File: src/rtl/dsp_reset_responder.sv
// dsp_reset_responder
// ISA-side responder for the Sound Blaster DSP reset handshake.
//
// Protocol:
//   - Write 1 to BASE+6, then write 0 to BASE+6.
//   - After READY_DELAY cycles, BASE+E bit7 reports data available.
//   - BASE+A then returns 0xAA.
//
// Decoded registers: BASE+6 (reset), BASE+A (read data),
// BASE+C (write-buffer status), BASE+E (read-buffer status).
//
// Optional feature macro: DSP_VERSION_EN
//   When defined, a write of 0xE1 to BASE+C in READY queues the version
//   bytes 0x04, 0x05 for subsequent BASE+A reads.
//
// Strobe protocol: io_write / io_read are level strobes already in the
// sys_clock domain. Each is edge-detected with one register. An access
// happens only on the first cycle a strobe is seen high; holding a strobe
// never repeats the access. On a read edge to a decoded address, data_out
// and data_oe are registered on that edge and then held while io_read stays
// high. data_oe drops on the first clock that sees io_read low.

module dsp_reset_responder #(
  parameter logic [15:0] BASE_ADDR   = 16'h0220,
  parameter int          MIN_HOLD    = 8,
  parameter int          READY_DELAY = 16
) (
  input  logic        sys_clock,
  input  logic        reset,
  input  logic [15:0] address,
  input  logic [15:0] data_in,
  input  logic        io_write,
  input  logic        io_read,
  output logic [15:0] data_out,
  output logic        data_oe,
  output logic        dsp_ready
);

  localparam int HOLD_W = $clog2(MIN_HOLD + 1);
  localparam int DLY_W  = $clog2(READY_DELAY + 1);

  localparam logic [HOLD_W-1:0] HOLD_MIN = HOLD_W'(MIN_HOLD);
  localparam logic [HOLD_W-1:0] HOLD_ONE = HOLD_W'(1);
  localparam logic [DLY_W-1:0]  DLY_LAST = DLY_W'(READY_DELAY - 1);
  localparam logic [DLY_W-1:0]  DLY_ONE  = DLY_W'(1);

  localparam logic [15:0] ADDR_RESET = BASE_ADDR + 16'h0006;
  localparam logic [15:0] ADDR_READ  = BASE_ADDR + 16'h000A;
  localparam logic [15:0] ADDR_WBUF  = BASE_ADDR + 16'h000C;
  localparam logic [15:0] ADDR_RSTAT = BASE_ADDR + 16'h000E;

  localparam logic [7:0] ACK_BYTE = 8'hAA;

  typedef enum logic [1:0] {
    ST_IDLE  = 2'd0,
    ST_ARMED = 2'd1,
    ST_DELAY = 2'd2,
    ST_READY = 2'd3
  } state_t;

  // FSM and handshake state
  state_t            state_q;
  logic [HOLD_W-1:0] hold_q;
  logic [DLY_W-1:0]  dly_q;
  logic              avail_q;
  logic              dsp_ready_q;
  logic [7:0]        out_byte_q;
  logic [7:0]        last_byte_q;

  // Strobe edge-detect registers
  logic              wr_seen_q;
  logic              rd_seen_q;

  // Registered read port
  logic [15:0]       data_out_q;
  logic              data_oe_q;

`ifdef DSP_VERSION_EN
  // Two-entry version queue; the head is always in ver_q0_q
  logic [7:0]        ver_q0_q;
  logic [7:0]        ver_q1_q;
  logic [1:0]        ver_cnt_q;
  logic              ver_wr;
  logic              q_nonempty_eff;
  logic              pop_q;
`endif

  // Decode and edge outputs
  logic              wr_edge;
  logic              rd_edge;
  logic              hit_6;
  logic              hit_a;
  logic              hit_c;
  logic              hit_e;
  logic              rd_decoded;
  logic              arm_wr;
  logic              clr_wr;
  logic              avail_eff;
  logic              status_bit;
  logic              pop_avail;
  logic [15:0]       rd_val;

  // Only data_in[0] (and [7:0] with the version feature) is meaningful
  logic              unused_data_bits;
  assign unused_data_bits = ^data_in[15:1];

  // Rising-edge detection of the write and read strobes
  always_ff @(posedge sys_clock) begin
    if (reset) begin
      wr_seen_q <= 1'b0;
      rd_seen_q <= 1'b0;
    end else begin
      wr_seen_q <= io_write;
      rd_seen_q <= io_read;
    end
  end

  // Address decode, access classification and read-data mux.
  // A write is applied before a coincident read, so the read path uses the
  // post-write view of avail and of the queue.
  always_comb begin
    wr_edge    = io_write & ~wr_seen_q;
    rd_edge    = io_read  & ~rd_seen_q;
    hit_6      = (address == ADDR_RESET);
    hit_a      = (address == ADDR_READ);
    hit_c      = (address == ADDR_WBUF);
    hit_e      = (address == ADDR_RSTAT);
    rd_decoded = hit_a | hit_c | hit_e;

    arm_wr     = wr_edge & hit_6 &  data_in[0];
    clr_wr     = wr_edge & hit_6 & ~data_in[0];

    avail_eff  = avail_q & ~arm_wr;

`ifdef DSP_VERSION_EN
    ver_wr         = wr_edge & hit_c & (data_in[7:0] == 8'hE1);
    q_nonempty_eff = (ver_cnt_q != 2'd0) & ~arm_wr;
    status_bit     = avail_eff | q_nonempty_eff;
    pop_q          = rd_edge & hit_a & ~avail_eff & q_nonempty_eff;
`else
    status_bit     = avail_eff;
`endif

    pop_avail = rd_edge & hit_a & avail_eff;

    rd_val = 16'h0000;
    if (hit_e) begin
      rd_val = {8'h00, status_bit, 7'h7F};
    end else if (hit_c) begin
      rd_val = 16'h007F;
    end else if (hit_a) begin
      if (avail_eff) begin
        rd_val = {8'h00, out_byte_q};
`ifdef DSP_VERSION_EN
      end else if (q_nonempty_eff) begin
        rd_val = {8'h00, ver_q0_q};
`endif
      end else begin
        rd_val = {8'h00, last_byte_q};
      end
    end
  end

  // Reset-handshake FSM with its counters, avail, pop and status registers
  always_ff @(posedge sys_clock) begin
    if (reset) begin
      state_q     <= ST_IDLE;
      hold_q      <= '0;
      dly_q       <= '0;
      avail_q     <= 1'b0;
      dsp_ready_q <= 1'b0;
      out_byte_q  <= 8'h00;
      last_byte_q <= 8'h00;
`ifdef DSP_VERSION_EN
      ver_q0_q    <= 8'h00;
      ver_q1_q    <= 8'h00;
      ver_cnt_q   <= 2'd0;
`endif
    end else begin
      case (state_q)
        ST_IDLE: begin
        end
        ST_ARMED: begin
          if (clr_wr) begin
            if (hold_q >= HOLD_MIN) begin
              state_q <= ST_DELAY;
              dly_q   <= '0;
            end else begin
              // Released too early: reset rejected, no ack
              state_q <= ST_IDLE;
            end
          end else if (hold_q < HOLD_MIN) begin
            hold_q <= hold_q + HOLD_ONE;
          end
        end
        ST_DELAY: begin
          if (dly_q == DLY_LAST) begin
            state_q    <= ST_READY;
            avail_q    <= 1'b1;
            out_byte_q <= ACK_BYTE;
          end else begin
            dly_q <= dly_q + DLY_ONE;
          end
        end
        ST_READY: begin
        end
        default: state_q <= ST_IDLE;
      endcase

      if (pop_avail) begin
        avail_q     <= 1'b0;
        last_byte_q <= out_byte_q;
        dsp_ready_q <= 1'b1;
      end

`ifdef DSP_VERSION_EN
      if (pop_q) begin
        ver_q0_q    <= ver_q1_q;
        ver_cnt_q   <= ver_cnt_q - 2'd1;
        last_byte_q <= ver_q0_q;
      end
      if (ver_wr && (state_q == ST_READY) && (ver_cnt_q == 2'd0)) begin
        ver_q0_q  <= 8'h04;
        ver_q1_q  <= 8'h05;
        ver_cnt_q <= 2'd2;
      end
`endif

      // A "1" to the reset port aborts whatever is in progress and re-arms.
      // dsp_ready is sticky.
      if (arm_wr) begin
        state_q <= ST_ARMED;
        hold_q  <= '0;
        dly_q   <= '0;
        avail_q <= 1'b0;
`ifdef DSP_VERSION_EN
        ver_cnt_q <= 2'd0;
`endif
      end
    end
  end

  // Registered read port: capture on a decoded read edge, hold while
  // io_read is high, release once io_read is low
  always_ff @(posedge sys_clock) begin
    if (reset) begin
      data_out_q <= 16'h0000;
      data_oe_q  <= 1'b0;
    end else if (rd_edge && rd_decoded) begin
      data_out_q <= rd_val;
      data_oe_q  <= 1'b1;
    end else if (!io_read) begin
      data_out_q <= 16'h0000;
      data_oe_q  <= 1'b0;
    end
  end

  assign data_out  = data_out_q;
  assign data_oe   = data_oe_q;
  assign dsp_ready = dsp_ready_q;

endmodule

File: config.mk
export PLATFORM = sky130hd
export DESIGN_NAME = dsp_reset_responder
export DESIGN_NICKNAME = d
export VERILOG_FILES = /design/src/rtl/dsp_reset_responder.sv
export SDC_FILE = /design/constraint.sdc
export NUM_CORES = 1
export LEC_CHECK = 0
export BUFFER_PORTS_ARGS = -buffer_cell sky130_fd_sc_hd__buf_2
export CAP_MARGIN = 20
export CORE_UTILIZATION = 40
export CTS_BUF_LIST = sky130_fd_sc_hd__clkbuf_8
export CTS_CLUSTER_DIAMETER = 200
export DETAILED_ROUTE_END_ITERATION = 8
export GPL_TIMING_DRIVEN = 0
export PLACE_DENSITY = 0.75
export SLEW_MARGIN = 20
export SYNTH_ARGS = -nofsm -noshare
export SYNTH_HDL_FRONTEND = slang
export SYNTH_SLANG_ARGS = --single-unit
File: constraint.sdc
create_clock -name sys_clock -period 3.98 [get_ports sys_clock]
set_input_delay 0.796 -clock sys_clock [delete_from_list [all_inputs] [get_ports sys_clock]]
set_output_delay 0.796 -clock sys_clock [all_outputs]
set_load 0.03 [all_outputs]
==> results.md <==
* Full die area at approximately 0.0038 mm2
* Worst hold path type: reg -> reg
* Pint at roughly 300 uW
* Asr flop ratio synth at 0%
* Switching Share at 26.59%
* Status: complete, no violations
* P_leak at between 0.0007 and 0.0008 uW
* Final Wtd Congestion at roughly 0.79
* Layout cells sized above 1 at 29.33%
* Antenna viol nets, final at 0
* Max-slew violations at 0
* Routed WL per cell at 11.84 um
* Port Buffers at 30
* Syn. warnings at 0
* Crit path required time at just over 4 ns
* PD cells at about 240 mW/mm2
* Die Y at just over 60 um
* Area of the core at 0.003363 mm2
* EDFF count, synth at 0
* Global-route usage over all layers at between 15 and 20%
* Synth Flop Type: dfxtp_1
* WHS Endpoint: data_oe
* XOR/XNOR Fraction of Synth Area at 0%
* Cell variety after synth at 48
* Grt ovf at 0
* CTS tree: yes
* Worst vdd ir at about 0.21 mV
* Final hold viol count at 0
* Clock latency on the worst-skew pair at between 0.2 and 0.3 ns
* Max Root-Sink Buffers at 2
* Compound-Gate Fraction of Synth Area at between 20 and 25%
* Crit Path Max Fanout at 10
* Post-layout min period at between 1.5 and 2 ns
* Post-CTS resize count at 0
* Vias in the first global route at between 1k and 1.5k
* CTS Sinks at 21
* Share of power burned in registers at about half
* Setup TNS at 0 ns
* Sequential cell area at ~420 um2
* Root cell of the clock tree: clkbuf_8
* Area of the mapped netlist at roughly 0.0014 mm2
* Reg-to-reg setup timing slack at around 2.2 ns
* DRC Markers at 0
* Fmax at 503.3 MHz
* Vias per Instance at 5.150
* CP Capture Type: register
* Critical R2R Launch: dly_q[0]
* # H-tree levels at 1
* Total number of vias at approximately 1.3k
* WL final at roughly 3000 um
* Largest family of logic cells by synthesized area: simple AND/OR/NAND/NOR gates
* Sequential share of the synthesized area at slightly below 30%
* Clock share of power at roughly 36%
* Worst R2R End: dly_q[2]
* FF-to-FF path depth at 7
* Area growth, synth to finish at 20.07%
* Initial antenna violation count at 0
* Initial Util at 41.89%
* Mean Syn Cell Area at approximately 8.4 um2
* WP data arrival at 2.14 ns
* Fill count at 347
* Die width at between 60 and 70 um
* Setup violations, final at 0
* Critical path type: in -> reg
* Final nets at roughly 250
* Post-CTS Hold Fix Bufs at 0
* TritonCTS Buffers at 3
* Multiplexer share of the synthesized area at approximately 3.6%
* Largest net degree at the start of global routing at 14
* Worst Min Path Start: data_oe
* Startpoint Class: input pin
* Row count at 21
* Clock transition at path regs at about 0.09 ns
* Combinational share of power at around an eighth
* RSZ-0062 raised after global routing: no
* # IOs at 54
* Final Skew at approximately 0.0087 ns
* Synthesized flop and latch total at 21
* Ant. Diodes at 0
* Hold Path Cell Cnt at 1
* Final period util at around 50%
* Buffers inserted by post-CTS timing repair at 0
* Combined area of the multi-input logic cells at 854.6 um2
* Area share of and/or/nand/nor cells after synthesis at between 20% and 30%
* Synth Area in Adders at under 10%
* Max_cap viols at 0
* P_sw at 109.2 uW
* Synthesized instance count at around 170
* Overall Power at about 400 uW
* TritonRoute pass-1 iters at 4
* First-pass GRT wire length at between 5000 and 6000 um
* First DRT Iteration DRCs at 28
* Post-DP HPWL at 2294 um
## cell type report
type	count	area share (%)
plain buffers	20	7.692
clock inverters	1	0.4438
flip-flops and latches	21	24.85
well taps	46	3.402
repair buffers	30	8.876
inverters	8	1.775
multi-input cells	125	50.52
clock buffers	3	2.441
## flip-flops by register name, indices dropped and copies added (netlist names)
signal / count
avail_q: 1
last_byte_q: 1
state_q: 2
dly_q: 5
data_out: 3
wr_seen_q: 1
out_byte_q: 1
rd_seen_q: 1
hold_q: 4
dsp_ready: 1
data_oe: 1
## synthesized netlist by cell type (2+ instances only)
cell type,n,share of area (%)
a31oi_1,4,1.8
a21oi_1,7,2.5
nand3_1,5,1.8
nor2b_1,6,2.7
nor4_4,2,3.0
ha_1,4,3.6
and3_1,4,1.8
o31ai_1,2,1.1
o21ai_1,9,3.2
mux2i_1,5,3.6
nor3b_1,4,2.1
o21ai_0,7,2.5
and2_1,2,0.89
nand2_1,8,2.1
clkbuf_1,3,0.80
nor2_1,15,4.0
dfxtp_1,21,30
and4bb_1,2,1.8
buf_4,14,7.5
inv_1,7,1.9
a211oi_2,2,1.8
nand4_1,6,2.7
o211ai_1,2,1.1
buf_2,2,0.71
## how the worst max path moves through the flow
| stage | from | to | slack, ns |
|---|---|---|---|
| detailed placement | address[10] | dly_q[0] | 1.74 |
| global route | address[6] | dly_q[1] | 1.78 |
| CTS | address[10] | dly_q[0] | 2.03 |
| finish | address[10] | dly_q[1] | 1.99 |
| floorplan | address[10] | dly_q[0] | 2.10 |
| global placement | address[10] | dly_q[0] | 1.77 |
## layout by cell type, fill, tap and decap left out, types with 6 or more instances in the layout
master,count
a21oi_1,7
buf_2,32
buf_4,14
conb_1,8
dfxtp_1,21
inv_1,7
nand2_1,8
nand4_1,6
nor2_1,15
nor2b_1,6
o21ai_0,7
o21ai_1,9
## worst max-delay path: stages
cell      delay (ns)
buf_2           0.11
nor4_4          0.36
nand3_1         0.24
clkbuf_1        0.28
o21ai_0         0.25
mux2i_1         0.11
## metrics by stage
| step | utilization, % | setup WS (ns) | hold slack (ns) | cells | area (um2) |
|---|---|---|---|---|---|
| finish | 50.30 | 1.993 | 0.4830 | 254 | 1692 |
| global route | 50.30 | 1.779 | 0.5074 | 254 | 1692 |
| CTS | 50.30 | 2.030 | 0.4935 | 254 | 1692 |
| detailed placement | 48.85 | 1.736 | 0.4668 | 250 | 1643 |
| global placement | 48.85 | 1.768 | 0.4518 | 250 | 1643 |
| floorplan | - | 2.095 | 0.4668 | 174 | 1435 |
## metal layers
layer	share of wire, %	vias to the layer above	track usage (%)	routed length (um)
li1	-	667	-	-
met1	49	601	23.47	1461
met2	46	36	29.66	1377
met3	4.8	4	3.992	144
met4	0.80	0	5.397	24
met5	0	-	0	0
## power by group through the flow
stage	combinational (uW)	clock (uW)	sequential, uW
4_1_cts	50.8	155	211
5_1_grt	55.8	159	211
3_3_place_gp	49.9	0	216
2_1_floorplan	31.2	0	216
3_5_place_dp	50.6	0	216
6_report	51.0	148	211
## logic make-up after synthesis
kind of cell,after synthesis
other,1
AOI/OAI and AO/OA,45
DFF,21
adders and majority gates,4
buffers and inverters,28
muxes,5
and+or+nand+nor,63
No activity file was read; power rests on OpenSTA's default activity.
